### src/rtl/fifo_pkg.sv
// Shared async-FIFO pointer helpers and sizing constants.
//   FIFO_ADDR_SIZE : default address width for the FIFO slice
//   PTR_W          : pointer width (address plus lap bit)
//   DEPTH          : number of FIFO entries
//   bin2gray/gray2bin : width-independent conversions on zero-extended codes
package fifo_pkg;

  localparam int unsigned FIFO_ADDR_SIZE = 4;
  localparam int unsigned PTR_W          = FIFO_ADDR_SIZE + 1;
  localparam int unsigned DEPTH          = 1 << FIFO_ADDR_SIZE;
  localparam int unsigned CODE_W         = 32;

  // Binary to Gray; callers zero-extend to CODE_W and truncate the result.
  function automatic logic [CODE_W-1:0] bin2gray(input logic [CODE_W-1:0] b);
    return b ^ (b >> 1);
  endfunction

  // Gray to binary by prefix XOR from the MSB down; zero upper bits pass through.
  function automatic logic [CODE_W-1:0] gray2bin(input logic [CODE_W-1:0] g);
    logic [CODE_W-1:0] b;
    b = g;
    for (int i = CODE_W - 2; i >= 0; i--) begin
      b[i] = b[i+1] ^ g[i];
    end
    return b;
  endfunction

endpackage

### src/rtl/rd_ptr_empty_ctrl_if.sv
// Read-side FIFO control bus between the consumer and the read pointer controller.
//   rd_en, sync_wrt_ptr             : consumer request and synchronised Gray write pointer
//   rd_addr, rd_ptr                 : binary memory address and Gray read pointer
//   rd_empty, rd_almost_empty,
//   rd_level, rd_underflow          : read-domain status
interface rd_ptr_empty_ctrl_if
  import fifo_pkg::*;
#(
  parameter int unsigned ADDR_SIZE = FIFO_ADDR_SIZE
);

  logic                 rd_en;
  logic [ADDR_SIZE:0]   sync_wrt_ptr;
  logic [ADDR_SIZE-1:0] rd_addr;
  logic [ADDR_SIZE:0]   rd_ptr;
  logic                 rd_empty;
  logic                 rd_almost_empty;
  logic [ADDR_SIZE:0]   rd_level;
  logic                 rd_underflow;

  // Consumer side: issues reads and supplies the write pointer.
  modport master (
    output rd_en,
    output sync_wrt_ptr,
    input  rd_addr,
    input  rd_ptr,
    input  rd_empty,
    input  rd_almost_empty,
    input  rd_level,
    input  rd_underflow
  );

  // Controller side.
  modport slave (
    input  rd_en,
    input  sync_wrt_ptr,
    output rd_addr,
    output rd_ptr,
    output rd_empty,
    output rd_almost_empty,
    output rd_level,
    output rd_underflow
  );

endinterface

### src/rtl/gray_to_bin.sv
// Combinational Gray-to-binary converter, shared by the read and write controllers.
//   gray  : Gray-coded input, W bits
//   bin_c : binary equivalent, W bits (combinational)
module gray_to_bin
  import fifo_pkg::*;
#(
  parameter int unsigned W = PTR_W
) (
  input  logic [W-1:0] gray,
  output logic [W-1:0] bin_c
);

  assign bin_c = W'(gray2bin(CODE_W'(gray)));

endmodule

### src/rtl/rd_ptr_empty_ctrl.sv
// Read-domain pointer and status controller for the async FIFO.
//   rd_clk : read clock, all state on its rising edge
//   rd_rst : synchronous active-high reset
//   bus    : slave side of rd_ptr_empty_ctrl_if (rd_en/sync_wrt_ptr in,
//            rd_addr/rd_ptr/rd_empty/rd_almost_empty/rd_level/rd_underflow out)
module rd_ptr_empty_ctrl
  import fifo_pkg::*;
#(
  parameter int unsigned ADDR_SIZE       = FIFO_ADDR_SIZE,
  parameter int unsigned ALMOST_EMPTY_TH = 2
) (
  input  logic                 rd_clk,
  input  logic                 rd_rst,
  rd_ptr_empty_ctrl_if.slave   bus
);

  localparam int unsigned PW = ADDR_SIZE + 1;

  logic [PW-1:0] rd_bin_q;
  logic [PW-1:0] rd_gray_q;
  logic          rd_empty_q;
  logic          rd_almost_empty_q;
  logic [PW-1:0] rd_level_q;
  logic          rd_underflow_q;

  logic          rd_inc;
  logic [PW-1:0] rd_bin_n;
  logic [PW-1:0] rd_gray_n;
  logic [PW-1:0] wbin_c;
  logic [PW-1:0] lvl_n;
  logic          almost_n;

  // Write pointer back to binary for the level subtraction.
  gray_to_bin #(
    .W (PW)
  ) u_wptr_g2b (
    .gray  (bus.sync_wrt_ptr),
    .bin_c (wbin_c)
  );

  // Next pointer and status; a read is accepted only while not empty.
  always_comb begin
    rd_inc    = bus.rd_en & ~rd_empty_q;
    rd_bin_n  = rd_bin_q + PW'(rd_inc);
    rd_gray_n = PW'(bin2gray(CODE_W'(rd_bin_n)));
    lvl_n     = wbin_c - rd_bin_n;
    almost_n  = (CODE_W'(lvl_n) <= ALMOST_EMPTY_TH);
  end

  // Pointer and status registers; empty compares against the next pointer so
  // the final read drops availability on the same edge.
  always_ff @(posedge rd_clk) begin
    if (rd_rst) begin
      rd_bin_q          <= '0;
      rd_gray_q         <= '0;
      rd_empty_q        <= 1'b1;
      rd_almost_empty_q <= 1'b1;
      rd_level_q        <= '0;
      rd_underflow_q    <= 1'b0;
    end else begin
      rd_bin_q          <= rd_bin_n;
      rd_gray_q         <= rd_gray_n;
      rd_empty_q        <= (rd_gray_n == bus.sync_wrt_ptr);
      rd_almost_empty_q <= almost_n;
      rd_level_q        <= lvl_n;
      rd_underflow_q    <= bus.rd_en & rd_empty_q;
    end
  end

  assign bus.rd_addr         = rd_bin_q[ADDR_SIZE-1:0];
  assign bus.rd_ptr          = rd_gray_q;
  assign bus.rd_empty        = rd_empty_q;
  assign bus.rd_almost_empty = rd_almost_empty_q;
  assign bus.rd_level        = rd_level_q;
  assign bus.rd_underflow    = rd_underflow_q;

endmodule

### src/flat_wrapper.sv
// flat-port wrapper written by rule: the top's interface ports become plain ports
module rd_ptr_empty_ctrl_flat import fifo_pkg::*;
#(
  parameter int unsigned ADDR_SIZE       = FIFO_ADDR_SIZE,
  parameter int unsigned ALMOST_EMPTY_TH = 2
)
  (rd_clk, rd_rst, bus_rd_en, bus_sync_wrt_ptr, bus_rd_addr, bus_rd_ptr, bus_rd_empty, bus_rd_almost_empty, bus_rd_level, bus_rd_underflow);
  rd_ptr_empty_ctrl_if #(.ADDR_SIZE(ADDR_SIZE)) bus_i ();
  input  logic rd_clk;
  input  logic rd_rst;
  input wire logic [$bits(bus_i.rd_en)-1:0] bus_rd_en;
  input wire logic [$bits(bus_i.sync_wrt_ptr)-1:0] bus_sync_wrt_ptr;
  output wire logic [$bits(bus_i.rd_addr)-1:0] bus_rd_addr;
  output wire logic [$bits(bus_i.rd_ptr)-1:0] bus_rd_ptr;
  output wire logic [$bits(bus_i.rd_empty)-1:0] bus_rd_empty;
  output wire logic [$bits(bus_i.rd_almost_empty)-1:0] bus_rd_almost_empty;
  output wire logic [$bits(bus_i.rd_level)-1:0] bus_rd_level;
  output wire logic [$bits(bus_i.rd_underflow)-1:0] bus_rd_underflow;
  assign bus_i.rd_en = bus_rd_en;
  assign bus_i.sync_wrt_ptr = bus_sync_wrt_ptr;
  assign bus_rd_addr = bus_i.rd_addr;
  assign bus_rd_ptr = bus_i.rd_ptr;
  assign bus_rd_empty = bus_i.rd_empty;
  assign bus_rd_almost_empty = bus_i.rd_almost_empty;
  assign bus_rd_level = bus_i.rd_level;
  assign bus_rd_underflow = bus_i.rd_underflow;
  rd_ptr_empty_ctrl #(.ADDR_SIZE(ADDR_SIZE), .ALMOST_EMPTY_TH(ALMOST_EMPTY_TH)) u_core (.rd_clk(rd_clk), .rd_rst(rd_rst), .bus(bus_i));
endmodule
### config.mk
export PLATFORM = sky130hd
export DESIGN_NAME = rd_ptr_empty_ctrl_flat
export DESIGN_NICKNAME = d
export VERILOG_FILES = /design/src/rtl/fifo_pkg.sv /design/src/rtl/rd_ptr_empty_ctrl_if.sv /design/src/rtl/gray_to_bin.sv /design/src/rtl/rd_ptr_empty_ctrl.sv /design/src/flat_wrapper.sv
export SDC_FILE = /design/constraint.sdc
export NUM_CORES = 1
export LEC_CHECK = 0
export ABC_AREA = 1
export BUFFER_PORTS_ARGS = -buffer_cell sky130_fd_sc_hd__buf_2
export CAP_MARGIN = 20
export CORE_ASPECT_RATIO = 2
export CORE_MARGIN = 2
export CORE_UTILIZATION = 30
export DETAILED_ROUTE_END_ITERATION = 12
export SYNTH_ARGS = -nofsm -noshare
export SYNTH_HDL_FRONTEND = slang
export SYNTH_HIERARCHICAL = 1
export SYNTH_SLANG_ARGS = --single-unit
### constraint.sdc
create_clock -name rd_clk -period 1.7 [get_ports rd_clk]
set_input_delay 0.085 -clock rd_clk [delete_from_list [all_inputs] [get_ports rd_clk]]
set_output_delay 0.085 -clock rd_clk [all_outputs]
set_load 0.005 [all_outputs]
After elaboration in Yosys (flattened, before gate mapping)
Index checks and enable logic that the tools add are counted.
{"block": "word_totals", "regBits": 18, "inputBits": 8, "out_inout_bits": 17, "wordCells": 18}
{"block": "op_classes", "addsub": 2, "n_lt_le_gt_ge": 1, "eq_ne": 1, "n_bitwise": 8}
{"operator": "5-bit by 1-bit adder with 5-bit output", "count": 1}
{"operator": "5-bit == test", "count": 1}
{"operator": "5-bit by 2-bit less-or-equal comparator with 1-bit output (second input constant)", "count": 1}
{"operator": "5-bit subtractor", "count": 1}
{"operator": "5-bit by 4-bit XOR with 5-bit output", "count": 1}
{"operator": "1-bit XOR", "count": 4}
{"operator": "1-bit AND", "count": 2}
{"operator": "1-bit NOT", "count": 1}

Depth between registers and ports, before layout
Gate-level depths: netlist of the first run.
{"block": "depth", "word_depth": 6, "mapped_depth": 19, "mapped_depth_nobuf": 19}

By module
The synthesis of the first run kept the hierarchy.
{"mod": "rd_ptr_empty_ctrl", "n_inst": 1, "cells_per_inst": 156, "area_per_inst_um2": 1012.2, "seq_area_each_um2": 340.3}
{"mod": "gray_to_bin", "n_inst": 1, "cells_per_inst": 24, "area_per_inst_um2": 127.6, "seq_area_each_um2": 0.0}

Worst setup path before layout of the first run
Ideal clock, no wire load.
{"block": "synth_timing", "path_kind": "flip-flop to flip-flop", "start": "register u_core.rd_empty_q, in the netlist u_core/bus.rd_empty", "end": "register u_core.rd_almost_empty_q, in the netlist u_core/bus.rd_almost_empty", "setup_ps": 113, "arrival_time_ps": 1782, "required_time_ps": 1587, "setup_slack_ps": -195, "stages_incl_launch_ff": 14, "path_buffers": 0, "synth_period_minus_slack_ps": 1895, "cell_sequence": "dfxtp_1 -> inv_1 -> nand3_1 -> inv_1 -> ha_1 -> inv_1 -> nand2_1 -> and2_1 -> ha_1 -> inv_1 -> nor3_1 -> nor2_2 -> nand2_1 -> nor2_2"}
{"block": "synth_between", "elab_chain_len": 5}
{"element": "from (decl)", "line": "rd_ptr_empty_ctrl.sv:21", "text": "logic rd_empty_q;"}
{"element": "from (signal assigned)", "line": "rd_ptr_empty_ctrl.sv:63", "text": "rd_empty_q <= (rd_gray_n == bus.sync_wrt_ptr);"}
{"element": "1-bit NOT", "line": "rd_ptr_empty_ctrl.sv:43", "text": "rd_inc = bus.rd_en & ~rd_empty_q;"}
{"element": "1-bit AND", "line": "rd_ptr_empty_ctrl.sv:43"}
{"element": "5-bit by 1-bit adder with 5-bit output", "line": "rd_ptr_empty_ctrl.sv:44", "text": "rd_bin_n = rd_bin_q + PW'(rd_inc);"}
{"element": "5-bit subtractor", "line": "rd_ptr_empty_ctrl.sv:46", "text": "lvl_n = wbin_c - rd_bin_n;"}
{"element": "via u_core.lvl_n[1]", "line": "rd_ptr_empty_ctrl.sv:30", "text": "logic [PW-1:0] lvl_n;"}
{"element": "5-bit by 2-bit less-or-equal comparator with 1-bit output", "line": "rd_ptr_empty_ctrl.sv:47", "text": "almost_n = (CODE_W'(lvl_n) <= ALMOST_EMPTY_TH);"}
{"element": "to (signal assigned)", "line": "rd_ptr_empty_ctrl.sv:64", "text": "rd_almost_empty_q <= almost_n;"}
{"element": "to (decl)", "line": "rd_ptr_empty_ctrl.sv:22", "text": "logic rd_almost_empty_q;"}
The timed path passes the listed nets, and every way through them passes these cells.
A chain may end at the register's enable or synchronous reset.

Worst setup path after layout of the first run
{"block": "layout_timing", "start": "register u_core.rd_empty_q, in the netlist u_core/bus.rd_empty", "end": "register u_core.rd_almost_empty_q, in the netlist u_core/bus.rd_almost_empty"}
{"block": "layout_between", "elab_chain_len": 5}
{"element": "1-bit NOT", "line": "rd_ptr_empty_ctrl.sv:43"}
{"element": "1-bit AND", "line": "rd_ptr_empty_ctrl.sv:43"}
{"element": "5-bit by 1-bit adder with 5-bit output", "line": "rd_ptr_empty_ctrl.sv:44"}
{"element": "5-bit subtractor", "line": "rd_ptr_empty_ctrl.sv:46"}
{"element": "5-bit by 2-bit less-or-equal comparator with 1-bit output", "line": "rd_ptr_empty_ctrl.sv:47"}
No other way between the ends.

==> qor.txt, run 1 <==
Psw: 322 uW
Clock power share: 0.279
Starting density of the core: 0.313
Vias: 1253
Hold Vio Cnt, Final: 0
TritonRoute pass-1 iters: 5
Seq/Total Area, Yosys: 0.299
Combinational power share: 0.312
Via density: 4.52
Critical path type: reg2reg
Commonest non-fill, non-tap cell in the layout: nand2_1
Worst-margin pin slew: 0.288 ns
Util after Layout: 0.457
Total grt overflow: 0
Compound-Gate Fraction of Synth Area: 0.0571
Num CTS Buffers: 3
Area leader, netlist: dfxtp_1
Final worst path period need: 1.73 ns
Critical path's slowest cell: dfxtp_2
Setup TNS: -0.0295 ns
Diode count: 0
Worst setup EP type: register
Mapped Nets: 192
All-layer global routing usage: 0.152
Vias in the first global route: 1207
Synth Warn #: 6
Crit-path max FO: 3
Main combinational cell family by area after synthesis: simple AND/OR/NAND/NOR gates
Cells along the critical path: inv_2 -> nand3_4 -> inv_2 -> ha_4 -> inv_2 -> nand2_1 -> and2_4 -> ha_4 -> inv_4 -> nand2_2 -> nand2_2 -> a21oi_2 -> nor2_2 -> nor2_2
Share of layout cells above drive strength 1: 0.461
Post-Syn Area: 1140 um^2
Layout area overhead: 46.1%
Clock root cell: clkbuf_8
Power per cell area: 643 nW/um^2
Violated checks: setup timing
Fmax: 0.578 GHz
VDD IR-drop max: 250 uV
Worst setup margin: -0.0295 ns
Clk_lat worst skew: 0.25 ns
Pins Over Slew Limit: 0
Chip width: 47.6 um
Number of cell rows: 31
Placed cell count: 270
Syn Area/Cell: 6.33 um^2
Multiplexer area fraction after synthesis: 0
Post-Syn Instances: 180
Commonest non-fill, non-tap cells in the layout: nand2_1 (44), inv_1 (25), buf_2 (24)
Final ANT Viol Nets: 0
Synth Area in Adders: 0.0439
DIE AREA: 4340 um^2
Most numerous cell on the critical path: inv_2
Largest cells by area after synthesis: dfxtp_1 (30%), nand2_1 (17%), nand3_1 (13%)
Routed len/inst: 10.9 um
Clk_skew: 0.00449 ns
Class of the worst hold path: in2reg
Final period util: 1.02
First-pass GRT wire length: 4870 um
Xor/xnor share of the synthesized area: 0
CTS tree: built
Initial antenna violation count: 0
FF+latch count, synth: 17
Max-cap viol count: 0
Post-synthesis simple-gate area fraction: 0.482
Layout Nets: 241
Initial DRC Count: 14
CTS Sinks: 17
Critical path arrival: 1.87 ns
Worst setup SP type: register
DRC Markers: 0
CP peak stage delay: 0.34 ns
CTS H-tree depth: 1
Leakage: 0.000888 uW
Status: complete, but fails checks
Die span in y: 91.2 um
Sequential Power Share: 0.408
I/O pins: 25
Endpoints failing setup: 1
Pin count of the biggest net entering global routing: 16
Clk slew on worst S/H paths: 0.07 ns
Sw Share: 0.301
DP HPWL: 2290 um
Power Internal: 748 uW
Unique masters post-synth: 21
RSZ-0062 raised after global routing: yes
Longest Clk Path Bufs: 2
RD Place Congestion: 0.824
Slew HR: 0.808
WL final: 3020 um
IO buf count: 24
Req. time, crit path: 1.84 ns
Area of the core: 3650 um^2
Area share of the largest cell type after synthesis: 0.299
Fin cells: 277
## Yosys cell counts, drive strengths merged
cell type / number
dfxtp: 17
buf: 1
clkbuf: 1
nand2: 63
nor3: 2
nand4: 2
and2: 1
a21oi: 7
ha: 4
nand3: 31
nor2: 15
o21bai: 3
inv: 33
## layout make-up
class | instances | area (um^2)
clock buffer | 4 | 45.0
fill | 408 | 1980
inverter | 33 | 126
multi-input combinational | 128 | 800
sequential | 17 | 348
tap | 49 | 61.3
timing repair buffer | 46 | 285
## repair_timing
item                                    CTS  global route
resized for setup                        11            20
endpoints found under the setup margin    3             5
hold buffers                              0             0
setup buffers                             1             2
pin swaps                                 8            17
## metal layers
metal	vias to the layer above	wire length, um	GRT usage	part of all wire
li1	657	-	-	-
met1	568	1050	0.143	0.35
met2	24	1820	0.296	0.60
met3	4	93	0.0119	0.031
met4	0	55	0.0631	0.018
met5	-	0	0	0
## worst max-delay path: cells and delay by family, from the launching register on
family	cells	cell delay (ns)
AND/OR/NAND/NOR	7	0.63
AO/OA/AOI/OAI	1	0.05
adder cells (fa/ha/maj)	2	0.37
flip-flops	1	0.34
buffers and inverters	4	0.26
## metrics by stage
step | worst slack [ns] | hold slack, ns | power [uW] | cell area (um^2)
5_1_grt | -0.133 | 0.199 | 1150 | 1670
4_1_cts | -0.0453 | 0.173 | 1060 | 1570
3_5_place_dp | -0.0597 | 0.382 | 726 | 1480
3_3_place_gp | -0.0369 | 0.385 | 725 | 1480
6_report | -0.0295 | 0.184 | 1070 | 1670
2_1_floorplan | 0.00348 | 0.154 | 622 | 1170
## power groups by stage
| stage | Combinational, uW | Clock [uW] | Sequential, uW |
|---|---|---|---|
| final | 334 | 299 | 437 |
| after global routing | 377 | 331 | 441 |
| after detailed placement | 281 | 0 | 445 |
| after CTS | 308 | 315 | 437 |
| after global placement | 280 | 0 | 445 |
| after floorplan | 169 | 0 | 453 |
## sequential cells by signal, indices dropped and copies added (netlist names)
signal / cells
u_core/bus.rd_underflow: 1
u_core/bus.rd_empty: 1
u_core/bus.rd_ptr: 4
u_core/bus.rd_level: 5
u_core/rd_bin_q: 5
u_core/bus.rd_almost_empty: 1
## logic make-up (layout without fill, tap and decap cells)
kind of cell | Yosys count | count (layout)
compound gates | 10 | 10
buf+inv | 35 | 83
simple gates | 114 | 114
fa+ha+maj | 4 | 4
flops | 17 | 17
## worst paths after layout
kind,start,to,slack [ns],cells past startpoint
worst max-delay path,u_core/bus.rd_empty,u_core/bus.rd_almost_empty,-0.03,14
worst max register to register,u_core/bus.rd_empty,u_core/bus.rd_almost_empty,-0.03,14
worst min register to register,u_core/bus.rd_empty,u_core/bus.rd_underflow,0.49,2
worst min-delay path,rd_rst,u_core/bus.rd_level[0],0.18,2
Power figures use the tool's default switching activity.
==> run 2, diff against run 1 <==
GPL_ROUTABILITY_DRIVEN = 1   (was default)
GPL_TIMING_DRIVEN = 0   (was default)
==> qor.txt, run 2 (synthesis gave the netlist of run 1 again) <==
All-layer global routing usage: 0.155 (+0.00268)
Worst setup margin: -0.0506 ns (-0.0212 ns)
IO buf count: 24 (unchanged)
Clk_skew: 0.00852 ns (+0.00403 ns)
Pin count of the biggest net entering global routing: 11 (-5)
VDD IR-drop max: 318 uV (+27%)
Diode count: 0 (unchanged)
Violated checks: setup timing
RSZ-0062 raised after global routing: yes
FF-to-FF path depth: 13 (-1)
Power per cell area: 646 nW/um^2 (+0.46%)
Fin cells: 270 (-2.5%)
CTS H-tree depth: 1 (unchanged)
Starting density of the core: 0.313 (unchanged)
DP HPWL: 2260 um (-1.5%)
Num CTS Buffers: 3 (unchanged)
Final period util: 1.03 (+0.0124)
Commonest non-fill, non-tap cell in the layout: nand2_1
RD Place Congestion: 0.852 (+3.5%)
Number of cell rows: 31 (unchanged)
Pins Over Slew Limit: 0 (unchanged)
WL final: 3050 um (+0.83%)
TritonRoute pass-1 iters: 4 (-1)
Slew HR: 0.651 (-0.156)
Area of the core: 3650 um^2 (unchanged)
Placed cell count: 253 (-6.3%)
Worst setup SP type: register
Req. time, crit path: 1.84 ns (about the same)
Longest Clk Path Bufs: 2 (unchanged)
Clk slew on worst S/H paths: 0.07 ns (about the same)
DIE AREA: 4340 um^2 (unchanged)
Share of layout cells above drive strength 1: 0.412 (-0.0488)
I/O pins: 25 (unchanged)
Endpoints failing setup: 2 (+1)
Critical path arrival: 1.89 ns (+0.02 ns)
CTS tree: built
Initial DRC Count: 22 (+8)
Crit-path max FO: 4 (+1)
Fmax: 0.571 GHz (-1.2%)
Minimum setup slack after placement: -0.151 ns (-0.0915 ns)
Worst setup EP type: register
Layout area overhead: 41.1%
Clock root cell: clkbuf_8
Leakage: 0.000861 uW (-3.0%)
Worst Hold Depth: 2 (unchanged)
Via density: 4.70 (+3.9%)
Hold_buf cts: 0 (unchanged)
Max-cap viol count: 0 (unchanged)
Final worst path period need: 1.75 ns (+0.0212 ns)
Layout Nets: 234 (-2.9%)
Commonest non-fill, non-tap cells in the layout: nand2_1 (47), inv_1 (27), buf_2 (24)
CTS Sinks: 17 (unchanged)
Die span in y: 91.2 um (unchanged)
Class of the worst hold path: in2reg
Routed len/inst: 11.3 um (+3.4%)
Status: complete, but fails checks
Worst-margin pin slew: 0.523 ns (+0.234 ns)
Initial antenna violation count: 0 (unchanged)
DRC Markers: 0 (unchanged)
Total grt overflow: 0 (unchanged)
Hold Vio Cnt, Final: 0 (unchanged)
Clk_lat worst skew: 0.25 ns (about the same)
First-pass GRT wire length: 4930 um (+1.1%)
Hold_ws: 0.0884 ns (-0.0955 ns)
Critical path type: reg2reg
Chip width: 47.6 um (unchanged)
Vias: 1269 (+1.3%)
Vias in the first global route: 1231 (+2.0%)
Final ANT Viol Nets: 0 (unchanged)
## run 2: cell types whose count changed in the layout (fill, tap and decap cells not counted), sizes merged
cell    previous run  this run
clkbuf             4         5
buf               46        38
## run 2: stage by stage
step	instance area [um^2]	total power [uW]	util	setup TNS [ns]
after global placement	1350	693	0.370	-0.225
after floorplan	1170	622	-	0
after CTS	1560	1030	0.428	-0.0727
after detailed placement	1350	696	0.370	-0.257
final	1610	1040	0.441	-0.0936
after global routing	1610	1100	0.441	-0.344
## run 2: final cells by class
type,instances,area [um^2]
plain buffers,2,11.3
fillers,408,2040
flip-flops and latches,17,355
repair buffers,37,218
multi-input cells,128,786
well taps,49,61.3
clock buffers,4,45.0
inverters,33,131
## run 2: worst paths after layout
check                           start                          to  slack, ns
setup / recovery  u_core/bus.rd_empty  u_core/bus.rd_almost_empty      -0.05
hold / removal                 rd_rst        u_core/bus.rd_ptr[0]       0.09
setup reg to reg  u_core/bus.rd_empty  u_core/bus.rd_almost_empty      -0.05
hold reg to reg   u_core/bus.rd_empty     u_core/bus.rd_underflow       0.58
## run 2: per-layer routing
metal	track usage	part of all wire	vias up
li1	-	-	646
met1	0.147	0.36	583
met3	0.0119	0.027	8
met4	0.0811	0.039	0
met2	0.292	0.58	32
met5	0	0	-
## run 2: timing repair
item	CTS	global route
resized for setup	19	12
setup buffers	13	0
endpoints found under the setup margin	3	4
pin swaps	8	9
## run 2: report_power, final
group,switching [uW],internal [uW]
registers,11.3,424
clock network,138,166
logic,170,128
total,320,718
## run 2: worst max-delay path, stage by stage, from the launching register on
cell and delay, ns:
dfxtp_4 0.38, inv_4 0.04, nand3_4 0.07, inv_2 0.05
ha_4 0.30, nand2_4 0.05, and2_4 0.16, ha_4 0.15
inv_4 0.06, nand2_1 0.06, nand2_2 0.10, a21oi_2 0.05
nor2_2 0.13, nor2_2 0.05
==> run 3, diff against run 2 <==
RECOVER_POWER = 25   (was default)
==> qor.txt, run 3 (synthesis gave the netlist of run 1 again) <==
Starting density of the core: 0.313 (unchanged)
Power per cell area: 646 nW/um^2 (about the same)
DP HPWL: 2260 um (unchanged)
Die span in y: 91.2 um (unchanged)
Clk slew on worst S/H paths: 0.07 ns (about the same)
Vias in the first global route: 1231 (unchanged)
Buf+Inv Stages, Crit Path: 3 (unchanged)
DRC Markers: 0 (unchanged)
Fmax: 0.571 GHz (unchanged)
Num CTS Buffers: 3 (unchanged)
Req. time, crit path: 1.84 ns (about the same)
CP delay by family, top: simple AND/OR/NAND/NOR gates
CTS H-tree depth: 1 (unchanged)
Worst setup margin: -0.0506 ns (unchanged)
Clk_skew: 0.00852 ns (unchanged)
Slew HR: 0.651 (unchanged)
Critical path arrival: 1.89 ns (about the same)
Chip width: 47.6 um (unchanged)
Number of cell rows: 31 (unchanged)
DIE AREA: 4340 um^2 (unchanged)
Initial antenna violation count: 0 (unchanged)
Worst setup EP type: register
Leakage: 0.000854 uW (-0.83%)
Multi-input gate area: 786 um^2 (unchanged)
Violated checks: setup timing
Final worst path period need: 1.75 ns (unchanged)
Worst-margin pin slew: 0.523 ns (unchanged)
Total grt overflow: 0 (unchanged)
Layout filler cell count: 408 (unchanged)
Status: complete, but fails checks
Clk_lat worst skew: 0.25 ns (about the same)
IO buf count: 24 (unchanged)
Worst setup SP type: register
First-pass GRT wire length: 4930 um (unchanged)
RSZ-0062 raised after global routing: yes
TritonRoute pass-1 iters: 4 (unchanged)
Routed len/inst: 11.3 um (about the same)
I/O pins: 25 (unchanged)
Via density: 4.70 (unchanged)
WL final: 3050 um (about the same)
Final period util: 1.03 (unchanged)
Pins Over Slew Limit: 0 (unchanged)
VDD IR-drop max: 318 uV (unchanged)
CP peak stage delay: 0.38 ns (about the same)
Critical path type: reg2reg
Max-cap viol count: 0 (unchanged)
Area of the core: 3650 um^2 (unchanged)
Commonest non-fill, non-tap cells in the layout: nand2_1 (47), inv_1 (27), buf_2 (22)
RD Place Congestion: 0.852 (unchanged)
Share of layout cells above drive strength 1: 0.403 (-0.00905)
Clock root cell: clkbuf_8
Initial DRC Count: 22 (unchanged)
Class of the worst hold path: in2reg
Util after Layout: 0.440 (-0.000687)
CTS Sinks: 17 (unchanged)
Layout area overhead: 40.8%
All-layer global routing usage: 0.155 (unchanged)
CTS tree: built
Placed cell count: 253 (unchanged)
Endpoints failing setup: 2 (unchanged)
Critical path's slowest cell: dfxtp_4
Vias: 1269 (unchanged)
Diode count: 0 (unchanged)
Crit-path max FO: 4 (unchanged)
Hold Vio Cnt, Final: 0 (unchanged)
Cells along the critical path: inv_4 -> nand3_4 -> inv_2 -> ha_4 -> nand2_4 -> and2_4 -> ha_4 -> inv_4 -> nand2_1 -> nand2_2 -> a21oi_2 -> nor2_2 -> nor2_2
Layout Nets: 234 (unchanged)
Commonest non-fill, non-tap cell in the layout: nand2_1
Longest Clk Path Bufs: 2 (unchanged)
Sequential Area: 355 um^2 (unchanged)
Fin cells: 270 (unchanged)
Final ANT Viol Nets: 0 (unchanged)
Pin count of the biggest net entering global routing: 11 (unchanged)
==> run 3: through the flow <==
stage	setup TNS (ns)	power (uW)	area, um^2	hold WS, ns	setup WS [ns]
2_1_floorplan	0	622	1170	0.154	0.00348
3_3_place_gp	-0.225	693	1350	0.355	-0.131
3_5_place_dp	-0.257	696	1350	0.348	-0.151
4_1_cts	-0.0727	1030	1560	0.0830	-0.0727
5_1_grt	-0.344	1100	1610	0.104	-0.136
6_report	-0.0936	1040	1610	0.0884	-0.0506
==> run 3: final timing paths <==
path | from | to | slack (ns) | cells past startpoint
setup / recovery | u_core/bus.rd_empty | u_core/bus.rd_almost_empty | -0.05 | 13
hold / removal | rd_rst | u_core/bus.rd_ptr[0] | 0.09 | 2
setup reg to reg | u_core/bus.rd_empty | u_core/bus.rd_almost_empty | -0.05 | 13
hold reg to reg | u_core/bus.rd_empty | u_core/bus.rd_underflow | 0.58 | 3
==> run 3: metal layers <==
layer,vias to the layer above,part of all wire,GRT usage,wire length (um)
li1,646,-,-,-
met1,583,0.36,0.147,1080
met2,32,0.58,0.292,1760
met3,8,0.027,0.0119,83
met4,0,0.039,0.0811,119
met5,-,0,0,0
==> run 3: power breakdown <==
group	leakage, uW	internal, uW	switching [uW]
Clock	0.0000228	166	138
Combinational	0.000689	126	170
Sequential	0.000142	424	11.5
==> run 3: final cells by class <==
cell class,count,area share
clock buffers,4,0.0281
inverters,33,0.0818
flip-flops and latches,17,0.221
multi-input cells,128,0.489
repair buffers,37,0.134
well taps,49,0.0382
plain buffers,2,0.00701
==> run 3: what timing repair did <==
action | in CTS | in global routing
pin swaps | 8 | 9
endpoints found under the hold margin | 0 | 0
endpoints found under the setup margin | 3 | 4
hold buffers | 0 | 0
setup buffers | 13 | 0
gates resized for setup | 19 | 12
